[config.mk]
export PLATFORM = sky130hd
export DESIGN_NAME = mips_multicycle_ctrl
export DESIGN_NICKNAME = d
export VERILOG_FILES = /design/src/rtl/mips_ctrl_pkg.sv /design/src/rtl/mc_out_decode.sv /design/src/rtl/mips_multicycle_ctrl.sv
export SDC_FILE = /design/constraint.sdc
export NUM_CORES = 1
export LEC_CHECK = 0
export CORE_MARGIN = 8
export CORE_UTILIZATION = 40
export CTS_CLUSTER_SIZE = 40
export DETAILED_ROUTE_END_ITERATION = 12
export PLACE_DENSITY = 0.72
export SYNTH_ARGS = -nofsm -noshare
export SYNTH_HDL_FRONTEND = slang
export SYNTH_HIERARCHICAL = 1
export SYNTH_SLANG_ARGS = --single-unit
[constraint.sdc]
create_clock -name clk -period 2.9 [get_ports clk]
set_input_delay 0.58 -clock clk [delete_from_list [all_inputs] [get_ports clk]]
set_output_delay 0.58 -clock clk [all_outputs]
set_load 0.02 [all_outputs]
[src/rtl/mips_ctrl_pkg.sv]
// Shared encodings for the multicycle MIPS control path: opcodes, FSM state
// codes and the datapath mux-select encodings.
package mips_ctrl_pkg;

  // Opcodes (IR[31:26]) understood by the controller
  localparam logic [5:0] OP_RTYPE = 6'b000000;
  localparam logic [5:0] OP_LW    = 6'b100011;
  localparam logic [5:0] OP_SW    = 6'b101011;
  localparam logic [5:0] OP_BEQ   = 6'b000100;
  localparam logic [5:0] OP_ADDI  = 6'b001000;
  localparam logic [5:0] OP_J     = 6'b000010;

  // State codes; these values are visible on the debug port
  localparam logic [3:0] ST_FETCH   = 4'd0;
  localparam logic [3:0] ST_DECODE  = 4'd1;
  localparam logic [3:0] ST_MEMADR  = 4'd2;
  localparam logic [3:0] ST_MEMRD   = 4'd3;
  localparam logic [3:0] ST_MEMWB   = 4'd4;
  localparam logic [3:0] ST_MEMWR   = 4'd5;
  localparam logic [3:0] ST_RTYPEEX = 4'd6;
  localparam logic [3:0] ST_RTYPEWB = 4'd7;
  localparam logic [3:0] ST_BEQEX   = 4'd8;
  localparam logic [3:0] ST_ADDIEX  = 4'd9;
  localparam logic [3:0] ST_ADDIWB  = 4'd10;
  localparam logic [3:0] ST_JEX     = 4'd11;

  typedef enum logic [3:0] {
    StFetch   = ST_FETCH,
    StDecode  = ST_DECODE,
    StMemAdr  = ST_MEMADR,
    StMemRd   = ST_MEMRD,
    StMemWb   = ST_MEMWB,
    StMemWr   = ST_MEMWR,
    StRtypeEx = ST_RTYPEEX,
    StRtypeWb = ST_RTYPEWB,
    StBeqEx   = ST_BEQEX,
    StAddiEx  = ST_ADDIEX,
    StAddiWb  = ST_ADDIWB,
    StJEx     = ST_JEX
  } state_t;

  // ALU operation select
  localparam logic [1:0] ALUOP_ADD   = 2'b00;
  localparam logic [1:0] ALUOP_SUB   = 2'b01;
  localparam logic [1:0] ALUOP_FUNCT = 2'b10;

  // ALU B operand select
  localparam logic [1:0] ALUSRCB_B      = 2'b00;
  localparam logic [1:0] ALUSRCB_FOUR   = 2'b01;
  localparam logic [1:0] ALUSRCB_IMM    = 2'b10;
  localparam logic [1:0] ALUSRCB_BRANCH = 2'b11;

  // PC source select
  localparam logic [1:0] PCSRC_ALU    = 2'b00;
  localparam logic [1:0] PCSRC_ALUOUT = 2'b01;
  localparam logic [1:0] PCSRC_JUMP   = 2'b10;

endpackage

[src/rtl/mc_out_decode.sv]
// Combinational output decode: maps the current FSM state (plus mem_ready for
// the fetch handshake) onto every datapath select and write enable.
module mc_out_decode
  import mips_ctrl_pkg::*;
(
  input  state_t     state,
  input  logic       mem_ready,
  output logic       pcwrite,
  output logic       pcwritecond,
  output logic       iord,
  output logic       memread,
  output logic       memwrite,
  output logic       irwrite,
  output logic       memtoreg,
  output logic       regdst,
  output logic       regwrite,
  output logic       alusrca,
  output logic [1:0] alusrcb,
  output logic [1:0] aluop,
  output logic [1:0] pcsrc
);

  // Per-state control decode; anything not set for a state stays 0
  always_comb begin
    pcwrite     = 1'b0;
    pcwritecond = 1'b0;
    iord        = 1'b0;
    memread     = 1'b0;
    memwrite    = 1'b0;
    irwrite     = 1'b0;
    memtoreg    = 1'b0;
    regdst      = 1'b0;
    regwrite    = 1'b0;
    alusrca     = 1'b0;
    alusrcb     = ALUSRCB_B;
    aluop       = ALUOP_ADD;
    pcsrc       = PCSRC_ALU;
    case (state)
      StFetch: begin
        memread = 1'b1;
        alusrcb = ALUSRCB_FOUR;
        // IR and PC only latch once memory actually returns the word
        irwrite = mem_ready;
        pcwrite = mem_ready;
      end
      StDecode: begin
        alusrcb = ALUSRCB_BRANCH;
      end
      StMemAdr, StAddiEx: begin
        alusrca = 1'b1;
        alusrcb = ALUSRCB_IMM;
      end
      StMemRd: begin
        memread = 1'b1;
        iord    = 1'b1;
      end
      StMemWr: begin
        memwrite = 1'b1;
        iord     = 1'b1;
      end
      StMemWb: begin
        regwrite = 1'b1;
        memtoreg = 1'b1;
      end
      StRtypeEx: begin
        alusrca = 1'b1;
        aluop   = ALUOP_FUNCT;
      end
      StRtypeWb: begin
        regwrite = 1'b1;
        regdst   = 1'b1;
      end
      StBeqEx: begin
        alusrca     = 1'b1;
        aluop       = ALUOP_SUB;
        pcsrc       = PCSRC_ALUOUT;
        pcwritecond = 1'b1;
      end
      StAddiWb: begin
        regwrite = 1'b1;
      end
      StJEx: begin
        pcwrite = 1'b1;
        pcsrc   = PCSRC_JUMP;
      end
      default: begin
        // unreachable codes drive nothing
      end
    endcase
  end

endmodule

[src/rtl/mips_multicycle_ctrl.sv]
// Main control FSM for the multicycle MIPS datapath, with a memory-wait
// timeout that forces a refetch if memory never answers.
module mips_multicycle_ctrl
  import mips_ctrl_pkg::*;
#(
  parameter int unsigned WAIT_W = 4
) (
  input  logic       clk,
  input  logic       reset,
  input  logic [5:0] op,
  input  logic       mem_ready,
  output logic       pcwrite,
  output logic       pcwritecond,
  output logic       iord,
  output logic       memread,
  output logic       memwrite,
  output logic       irwrite,
  output logic       memtoreg,
  output logic       regdst,
  output logic       regwrite,
  output logic       alusrca,
  output logic [1:0] alusrcb,
  output logic [1:0] aluop,
  output logic [1:0] pcsrc,
  output logic [3:0] state,
  output logic       illegal_op,
  output logic       mem_err
);

  state_t              state_q, state_d;
  logic [WAIT_W-1:0]   wait_q;
  logic                in_wait;
  logic                timeout;

  // Next-state selection, illegal-opcode flag and memory-wait timeout
  always_comb begin
    state_d    = state_q;
    in_wait    = 1'b0;
    illegal_op = 1'b0;
    case (state_q)
      StFetch: begin
        in_wait = 1'b1;
        if (mem_ready) state_d = StDecode;
      end
      StDecode: begin
        case (op)
          OP_LW, OP_SW: state_d = StMemAdr;
          OP_RTYPE:     state_d = StRtypeEx;
          OP_BEQ:       state_d = StBeqEx;
          OP_ADDI:      state_d = StAddiEx;
          OP_J:         state_d = StJEx;
          default: begin
            state_d    = StFetch;
            illegal_op = 1'b1;
          end
        endcase
      end
      // IR is stable after fetch, so op can be re-examined here unlatched
      StMemAdr:  state_d = (op == OP_LW) ? StMemRd : StMemWr;
      StMemRd: begin
        in_wait = 1'b1;
        if (mem_ready) state_d = StMemWb;
      end
      StMemWr: begin
        in_wait = 1'b1;
        if (mem_ready) state_d = StFetch;
      end
      StRtypeEx: state_d = StRtypeWb;
      StAddiEx:  state_d = StAddiWb;
      StMemWb, StRtypeWb, StAddiWb, StBeqEx, StJEx: state_d = StFetch;
      default:   state_d = StFetch;
    endcase
    // A late mem_ready in the final wait cycle still wins over the timeout
    timeout = in_wait && !mem_ready && (wait_q == '1);
    if (timeout) state_d = StFetch;
  end

  // State register and saturating wait counter, cleared on any state change
  always_ff @(posedge clk) begin
    if (reset) begin
      state_q <= StFetch;
      wait_q  <= '0;
    end else begin
      state_q <= state_d;
      if (timeout || (state_d != state_q)) begin
        wait_q <= '0;
      end else if (in_wait && !mem_ready && (wait_q != '1)) begin
        wait_q <= wait_q + WAIT_W'(1);
      end
    end
  end

  assign mem_err = timeout;
  assign state   = state_q;

  mc_out_decode u_out_decode (
    .state       (state_q),
    .mem_ready   (mem_ready),
    .pcwrite     (pcwrite),
    .pcwritecond (pcwritecond),
    .iord        (iord),
    .memread     (memread),
    .memwrite    (memwrite),
    .irwrite     (irwrite),
    .memtoreg    (memtoreg),
    .regdst      (regdst),
    .regwrite    (regwrite),
    .alusrca     (alusrca),
    .alusrcb     (alusrcb),
    .aluop       (aluop),
    .pcsrc       (pcsrc)
  );

endmodule

Word level (Yosys, flattened, before mapping)

Index checks and enable logic that the tools add are counted.

Flip-flop bits (word level): 8
Bits of input ports: 9

$add $sub $neg: 1
Equality and inequality tests: 19
Muxes and demuxes: 23
Reductions and logical operators: 16

Operator list:

| operator                                                               | count |
|---|---|
| 4-bit case mux with 7 select lines                                     | 1 |
| 4-bit equality test (second input constant)                            | 5 |
| 4-bit case mux with 5 select lines                                     | 1 |
| 4-bit by 3-bit equality test with 1-bit output (second input constant) | 4 |
| 4-bit 2-to-1 mux                                                       | 4 |
| 6-bit equality test (second input constant)                            | 2 |
| 1-bit 2-to-1 mux                                                       | 12 |
| 2-bit OR reduction                                                     | 5 |
| 4-bit by 2-bit equality test with 1-bit output (second input constant) | 2 |
| 2-bit case mux with 2 select lines                                     | 2 |
| 6-bit by 2-bit equality test with 1-bit output (second input constant) | 1 |
| 6-bit by 3-bit equality test with 1-bit output (second input constant) | 1 |
| 6-bit by 4-bit equality test with 1-bit output (second input constant) | 1 |
| 6-bit zero test                                                        | 1 |
| 2-bit case mux with 3 select lines                                     | 1 |
| 3-bit OR reduction                                                     | 2 |
| 6-bit OR reduction                                                     | 1 |
| 4-bit by 1-bit adder with 4-bit output (second input constant)         | 1 |
| 4-bit by 1-bit equality test with 1-bit output (second input constant) | 1 |
| 4-bit zero test                                                        | 1 |
| 4-bit != test                                                          | 1 |
| 4-bit != test (second input constant)                                  | 1 |
| 4-bit OR reduction                                                     | 1 |
| 1-bit logical AND                                                      | 3 |
| other kinds (4)                                                        | 4 |

Logic depth before layout (Yosys ltp)

Gate-level depths: netlist (run 1).

Word-level depth: 9
Gate-level depth with buffers: 6
Mapped depth without buffers: 6

Cells and area by module

Netlist (run 1), hierarchy kept.

By module, submodules not included:

| module               | times used | cells an instance | area each (sq um) |
|---|---|---|---|
| mips_multicycle_ctrl | 1          | 96                | 740.7 |
| mc_out_decode        | 1          | 31                | 183.9 |

Worst setup path after synthesis (run 1)

OpenSTA, ideal clock, no wires.

Path type: register -> output
Start: register state_q[1], in the netlist state[1]
End: output port mem_err
Data arrival time: 1.631 ns
Required time: 2.320 ns
Slack: 0.689 ns
Cell stages (with the launch flop): 6
Cell sequence: dfxtp_1 -> buf_2 -> nand3b_1 -> o32ai_1 -> nand2b_1 -> inv_1

Longest elaborated chain between the ends: 5

Ends and longest elaborated chain:

| item                                                                   | RTL line                   | source |
|---|---|---|
| start, declared                                                        | mips_multicycle_ctrl.sv:30 | `state_t state_q, state_d;` |
| start signal, assigned                                                 | mips_multicycle_ctrl.sv:81 | `state_q <= StFetch;` |
| start signal, assigned                                                 | mips_multicycle_ctrl.sv:84 | `state_q <= state_d;` |
| 4-bit by 2-bit equality test with 1-bit output (tied with other cells) | mips_multicycle_ctrl.sv:40 | `case (state_q)` |
| 3-bit OR reduction (no line) (*)                                       | --                         |  |
| 1-bit 2-to-1 mux (*)                                                   | mips_multicycle_ctrl.sv:40 |  |
| 1-bit logical AND (*) (2 in a row)                                     | mips_multicycle_ctrl.sv:74 | `timeout = in_wait && !mem_ready && (wait_q == '1);` |
| end, declared                                                          | mips_multicycle_ctrl.sv:27 | `output logic mem_err` |

Mark *: on every way between the ends. The rest lies on a longest branch, timed or not.

Final worst setup path (run 1)

Start: input port mem_ready
End: output port mem_err

Longest elaborated chain between the ends: 3

Ends and longest elaborated chain:

| item                           | RTL line                   | source |
|---|---|---|
| start, declared                | mips_multicycle_ctrl.sv:11 | `input logic mem_ready,` |
| 1-bit zero test                | mips_multicycle_ctrl.sv:74 |  |
| 1-bit logical AND (2 in a row) | mips_multicycle_ctrl.sv:74 |  |

Every way passes these cells.

==> results of run 1 <==
-- state kept, by name, summed over array words and instances (netlist names) --
name,flops
wait_q,4
state,4
-- cell type report --
| class | instances | area (um^2) |
|---|---|---|
| flip-flops and latches | 8 | 160 |
| well taps | 28 | 35.0 |
| clock buffers | 3 | 22.5 |
| repair buffers | 41 | 383 |
| multi-input cells | 103 | 686 |
| inverters | 6 | 22.5 |
| fillers | 208 | 882 |
-- worst paths after layout --
check                               start        end  slack, ps  depth (start not counted)
worst max-delay path            mem_ready    mem_err        240                          6
worst min-delay path            wait_q[3]  wait_q[3]        600                          2
worst max register to register   state[3]  wait_q[1]        760                          5
worst min register to register  wait_q[3]  wait_q[3]        600                          2
-- report_power, final --
part           internal [uW]  leakage (uW)  switching, uW
clock                   47.3     0.0000138           37.7
sequential               113     0.0000648           4.49
combinational           48.2      0.000436           50.7
total                    208      0.000514           92.9
-- cell families (layout without fill, tap and decap cells) --
| family | count (synthesis) | after routing | share of synthesized area [%] |
|---|---|---|---|
| AOI/OAI and AO/OA | 31 | 31 | 22.9 |
| xor gates and xnor gates | 8 | 8 | 7.58 |
| adders and majority gates | 1 | 1 | 1.35 |
| buffers and inverters | 16 | 50 | 8.53 |
| DFF | 8 | 8 | 17.3 |
| muxes | 2 | 2 | 2.17 |
| and+or+nand+nor | 61 | 61 | 40.2 |
-- layer usage --
| metal | vias up | wire length [um] |
|---|---|---|
| li1 | 540 | - |
| met1 | 456 | 1240 |
| met2 | 34 | 1110 |
| met3 | 4 | 156 |
| met4 | 0 | 33 |
| met5 | - | 0 |
-- tightest hold or removal path, delay by kind of cell (launching register included) --
family,cells,cell delay [ps]
xor+xnor,1,150
flops,1,340
simple gates,1,60
-- per-stage QoR --
step | util, % | setup slack (ps) | std cells | cell area (um^2)
finish | 59.7 | 242 | 189 | 1310
global route | 59.7 | 141 | 189 | 1310
CTS | 59.6 | 19.1 | 189 | 1310
detailed placement | 58.7 | -28.7 | 186 | 1290
global placement | 58.7 | -12.8 | 186 | 1290
floorplan | - | 689 | 127 | 925
-- synthesized netlist by cell type (all sizes together) (3+ instances only) --
master / count / area share (%)
a21oi: 10 / 5.4
buf: 8 / 5.3
dfxtp: 8 / 17
inv: 6 / 2.4
nand2: 7 / 2.8
nand2b: 8 / 5.4
nand3: 5 / 3.2
nor2: 10 / 4.3
nor3: 9 / 4.9
nor4: 3 / 2.7
o21ai: 5 / 2.7
o22ai: 3 / 2.0
xor2: 6 / 5.7
==> run metrics, run 1 <==
status completed; Synth Net Count 137; worst min path class register to register; busiest layer in global routing met2; hold_buf cts 0; total power draw 301 uW; TritonCTS Buffers 3; H-tree level count 1; final setup TNS 0 ps; GRT met2 Usage 20.1%; DPL Wire Length 2.04 mm; largest net degree at the start of global routing 17; Fmax achieved 376 MHz; Worst setup SP type primary input; Starting Density 42.2%; PD cells 230 nW/um^2; worst setup path class primary input to primary output; Slew Limit Fails 0; fin crit share 91.7%; ys async rst share 0%; # IOs 31; Distinct cells, synth 49; final wirelength 2.54 mm; CP required 2320 ps; unrepaired setup endpoints after global routing no; Clock Tree Root clkbuf_4; ANT cells 0; Worst VDD drop 374 uV; #FFs+latches synth 8; vias 1,034; critical path, cell by cell clkdlybuf4s50_1 -> or3_1 -> o32ai_1 -> nand2b_1 -> inv_1 -> dlygate4sd2_1; Seq/Total Area, Yosys 17.3%; first-pass GRT wire length 4.46 mm; Slew HR 51.6%; Worst Path Buf+Inv 3; WL/cell 13.5 um; vias in the first global route 990; chip height 64.1 um; cell row count 17; Mapped Cells 127; met1 Use GR 16.0%; number of clock sinks 8; Worst Tran Pin Value 708 ps; gr ovfl total 0; LEAKAGE 0.000514 uW; final setup vio count 0; detailed-route DRC error count 0; top cell family by delay on the critical path buffers and inverters; worst-skew pair later-pin latency 260 ps; Slowest-stage cell, CP clkdlybuf4s50_1; share of layout cells above drive strength 1 13.0%; GRT Total Usage 12.8%; CTS resizes 2; Post-synth EDFFs 0; Worst setup EP type primary output; DIE AREA 4110 um^2; Max Cap Violations 0; dominant synthesized flop cell dfxtp_1; crit path max fanout 5; final net count 173; synthesized area 925 um^2; number of port buffers 30; met3 GRT Util 4.70%; clk slew on worst S/H paths 60 ps; CP max stage delay 460 ps; Die X 64.1 um; initial antenna violation count 0; most frequent cells in the layout clkdlybuf4s50_1 (27), buf_4 (11), a21oi_1 (10); clock skew 14.5 ps; Syn Area/Cell 7.28 um^2; First DRT Iteration DRCs 67; commonest non-fill, non-tap cell in the layout clkdlybuf4s50_1; Final ANT Viol Nets 0; Post-CTS Setup Repair Bufs 0; RePlAce Congestion 0.930; Via density 5.47; YS warnings 6; final hold slack 597 ps; Max clock buf depth 2; TritonCTS clock tree yes; final hold vios 0; first drt pass iteration count 4; Tmin final 2660 ps; critical path arrival 2080 ps; Area Growth Syn to Fin 41.5%; CORE AREA 2190 um^2
Note: power is estimated with default switching activity, not from simulation.
==> run 2: changes to the inputs <==
- ABC_CLOCK_PERIOD_IN_PS: unset -> 3000
- CTS_CLUSTER_DIAMETER: unset -> 200
- clock period: 2.9 -> 3 ns (I/O delays scaled with it)
==> run 2 against run 1 <==
  * Clock skew fell by 12 ps
  * First-iteration DRC count shrank 22%
  * Worst setup slack got worse by 170 ps
  * Critical path type unchanged
  * Critical endpoint is now pcwrite
==> run metrics, run 2 (same netlist as run 1, synthesis figures left out) <==
status completed (unchanged); largest net degree at the start of global routing 17 (unchanged); Worst VDD drop 261 uV (was 374 uV); r2r setup slk 830 ps (was 760 ps); H-tree level count 1 (unchanged); Slew Limit Fails 0 (unchanged); Layout Utilization 59.6% (was 59.7%); worst-skew pair later-pin latency 240 ps (was 260 ps); Post-CTS Setup Repair Bufs 0 (unchanged); Clock power frac 27.2% (was 28.3%); chip height 64.1 um (unchanged); clock skew 2.87 ps (was 14.5 ps); detailed-route DRC error count 0 (unchanged); GRT Total Usage 12.1% (was 12.8%); Slew HR 55.3% (was 51.6%); commonest non-fill, non-tap cell in the layout clkdlybuf4s50_1 (unchanged); Clock Tree Root clkbuf_4 (unchanged); Worst Hold Path EP wait_q[1] (was wait_q[3]); CORE AREA 2190 um^2 (unchanged); final net count 172 (was 173); multi-input logic area 686 um^2 (unchanged); Max Cap Violations 0 (unchanged); Hold Crit Start wait_q[1] (was wait_q[3]); Worst Tran Pin Value 654 ps (was 708 ps); # IOs 31 (unchanged); Starting Density 42.2% (unchanged); RePlAce Congestion 0.845 (was 0.930); hold_buf cts 0 (unchanged); crit path max fanout 5 (unchanged); Worst setup EP type primary output (unchanged); area of placed instances 1280 um^2 (was 1290 um^2); number of clock sinks 8 (unchanged); filler cell count 195 (was 208); share of layout cells above drive strength 1 12.5% (was 13.0%); LEAKAGE 0.000521 uW (was 0.000514 uW); clk slew on worst S/H paths 50 ps (was 60 ps); number of port buffers 30 (unchanged); Logic pwr share 33.2% (was 32.8%); Final ANT Viol Nets 0 (unchanged); cell row count 17 (unchanged); worst min path class register to register (unchanged); Final Cell Area 1310 um^2 (about the same); most frequent cells in the layout clkdlybuf4s50_1 (28), a21oi_1 (10), buf_4 (10) (was clkdlybuf4s50_1 (27), buf_4 (11), a21oi_1 (10)); Tmin final 2930 ps; gr ovfl total 0 (unchanged); unrepaired setup endpoints after global routing no (unchanged); vias 1,078 (was 1,034); R2R Path Start state[0] (was state[3]); Fmax achieved 341 MHz; initial antenna violation count 0 (unchanged); PD cells 219 nW/um^2 (was 230 nW/um^2); worst setup path class primary input to primary output (unchanged); final setup TNS 0 ps (unchanged); TritonCTS Buffers 3 (unchanged); fin crit share 97.7%; RR Endpoint wait_q[2] (was wait_q[1]); part of the power in registers 39.6% (was 38.9%); CP required 2400 ps (was 2320 ps); total power draw 286 uW (was 301 uW); ANT cells 0 (unchanged); cell count of the worst reg-to-reg path 5 (unchanged); Via density 5.73 (was 5.47); Worst setup SP type primary input (unchanged); register area 160 um^2 (unchanged); first drt pass iteration count 4 (unchanged); DPL Wire Length 2.00 mm (was 2.04 mm); first-pass GRT wire length 4.31 mm (was 4.46 mm); Die X 64.1 um (unchanged); TritonCTS clock tree yes (unchanged); final hold vios 0 (unchanged); WL/cell 13.4 um (was 13.5 um); vias in the first global route 940 (was 990); DIE AREA 4110 um^2 (unchanged); Int Pwr 201 uW (was 208 uW); Area Growth Syn to Fin 41.3% (was 41.5%); Sw Ratio 29.7% (was 30.9%); net switching power 85.0 uW (was 92.9 uW); critical path arrival 2330 ps (was 2080 ps); worst hold path depth 2 (unchanged); final setup vio count 0 (unchanged); final wirelength 2.52 mm (was 2.54 mm); Max clock buf depth 2 (unchanged); First DRT Iteration DRCs 52 (was 67)
==> run 2: cell count changes in the layout (fill, tap and decap cells not counted) <==
| cell | before | now |
|---|---|---|
| dlymetal6s2s_1 | 1 | 2 |
| clkdlybuf4s50_1 | 27 | 28 |
| dlygate4sd2_1 | 2 | 0 |
| buf_4 | 11 | 10 |
==> run 2: what timing repair did <==
action                                  4_1_cts  5_1_grt
endpoints found under the hold margin         0        0
endpoints found under the setup margin        0        2
gates resized for setup                       0        2
==> run 2: routing by layer <==
| layer | vias up | wire [um] | GRT usage (%) |
|---|---|---|---|
| met1 | 499 | 1180 | 15.5 |
| met2 | 37 | 1130 | 19.1 |
| met3 | 2 | 198 | 4.01 |
| met4 | 0 | 16 | 3.06 |
| li1 | 540 | - | - |
| met5 | - | 0 | 0 |
==> run 2: worst max path at each step <==
stage / slack [ps] / start / to
floorplan: 770 / state[1] / mem_err
global placement: 50 / mem_ready / mem_err
detailed placement: 30 / mem_ready / mem_err
CTS: 30 / mem_ready / mem_err
global route: 2 / mem_ready / pcwrite
finish: 70 / mem_ready / pcwrite
==> run 2: area by class of cell <==
| type | instances | area share, % |
|---|---|---|
| inverters | 6 | 1.72 |
| well taps | 28 | 2.68 |
| clock buffers | 3 | 1.72 |
| multi-input cells | 103 | 52.5 |
| flip-flops and latches | 8 | 12.3 |
| repair buffers | 40 | 29.1 |
==> run 2: critical path, cell delays in order <==
cell,delay (ps)
clkdlybuf4s50_1,540
or4b_1,440
a21oi_1,130
clkdlybuf4s50_1,620
==> run 2: stage by stage <==
| step | hold WS [ps] | setup slack [ps] | cells |
|---|---|---|---|
| 2_1_floorplan | 516 | 769 | 127 |
| 6_report | 579 | 68.6 | 188 |
| 4_1_cts | 579 | 31.4 | 188 |
| 3_5_place_dp | 541 | 28.9 | 185 |
| 3_3_place_gp | 540 | 47.6 | 185 |
| 5_1_grt | 610 | 1.77 | 188 |
==> run 2: power groups by stage <==
stage	Combinational [uW]	Clock, uW	Sequential [uW]
after detailed placement	95.1	0	115
final	95.1	77.7	113
after CTS	95.4	79.4	113
after floorplan	53.9	0	114
after global routing	104	84.1	114
after global placement	93.4	0	115
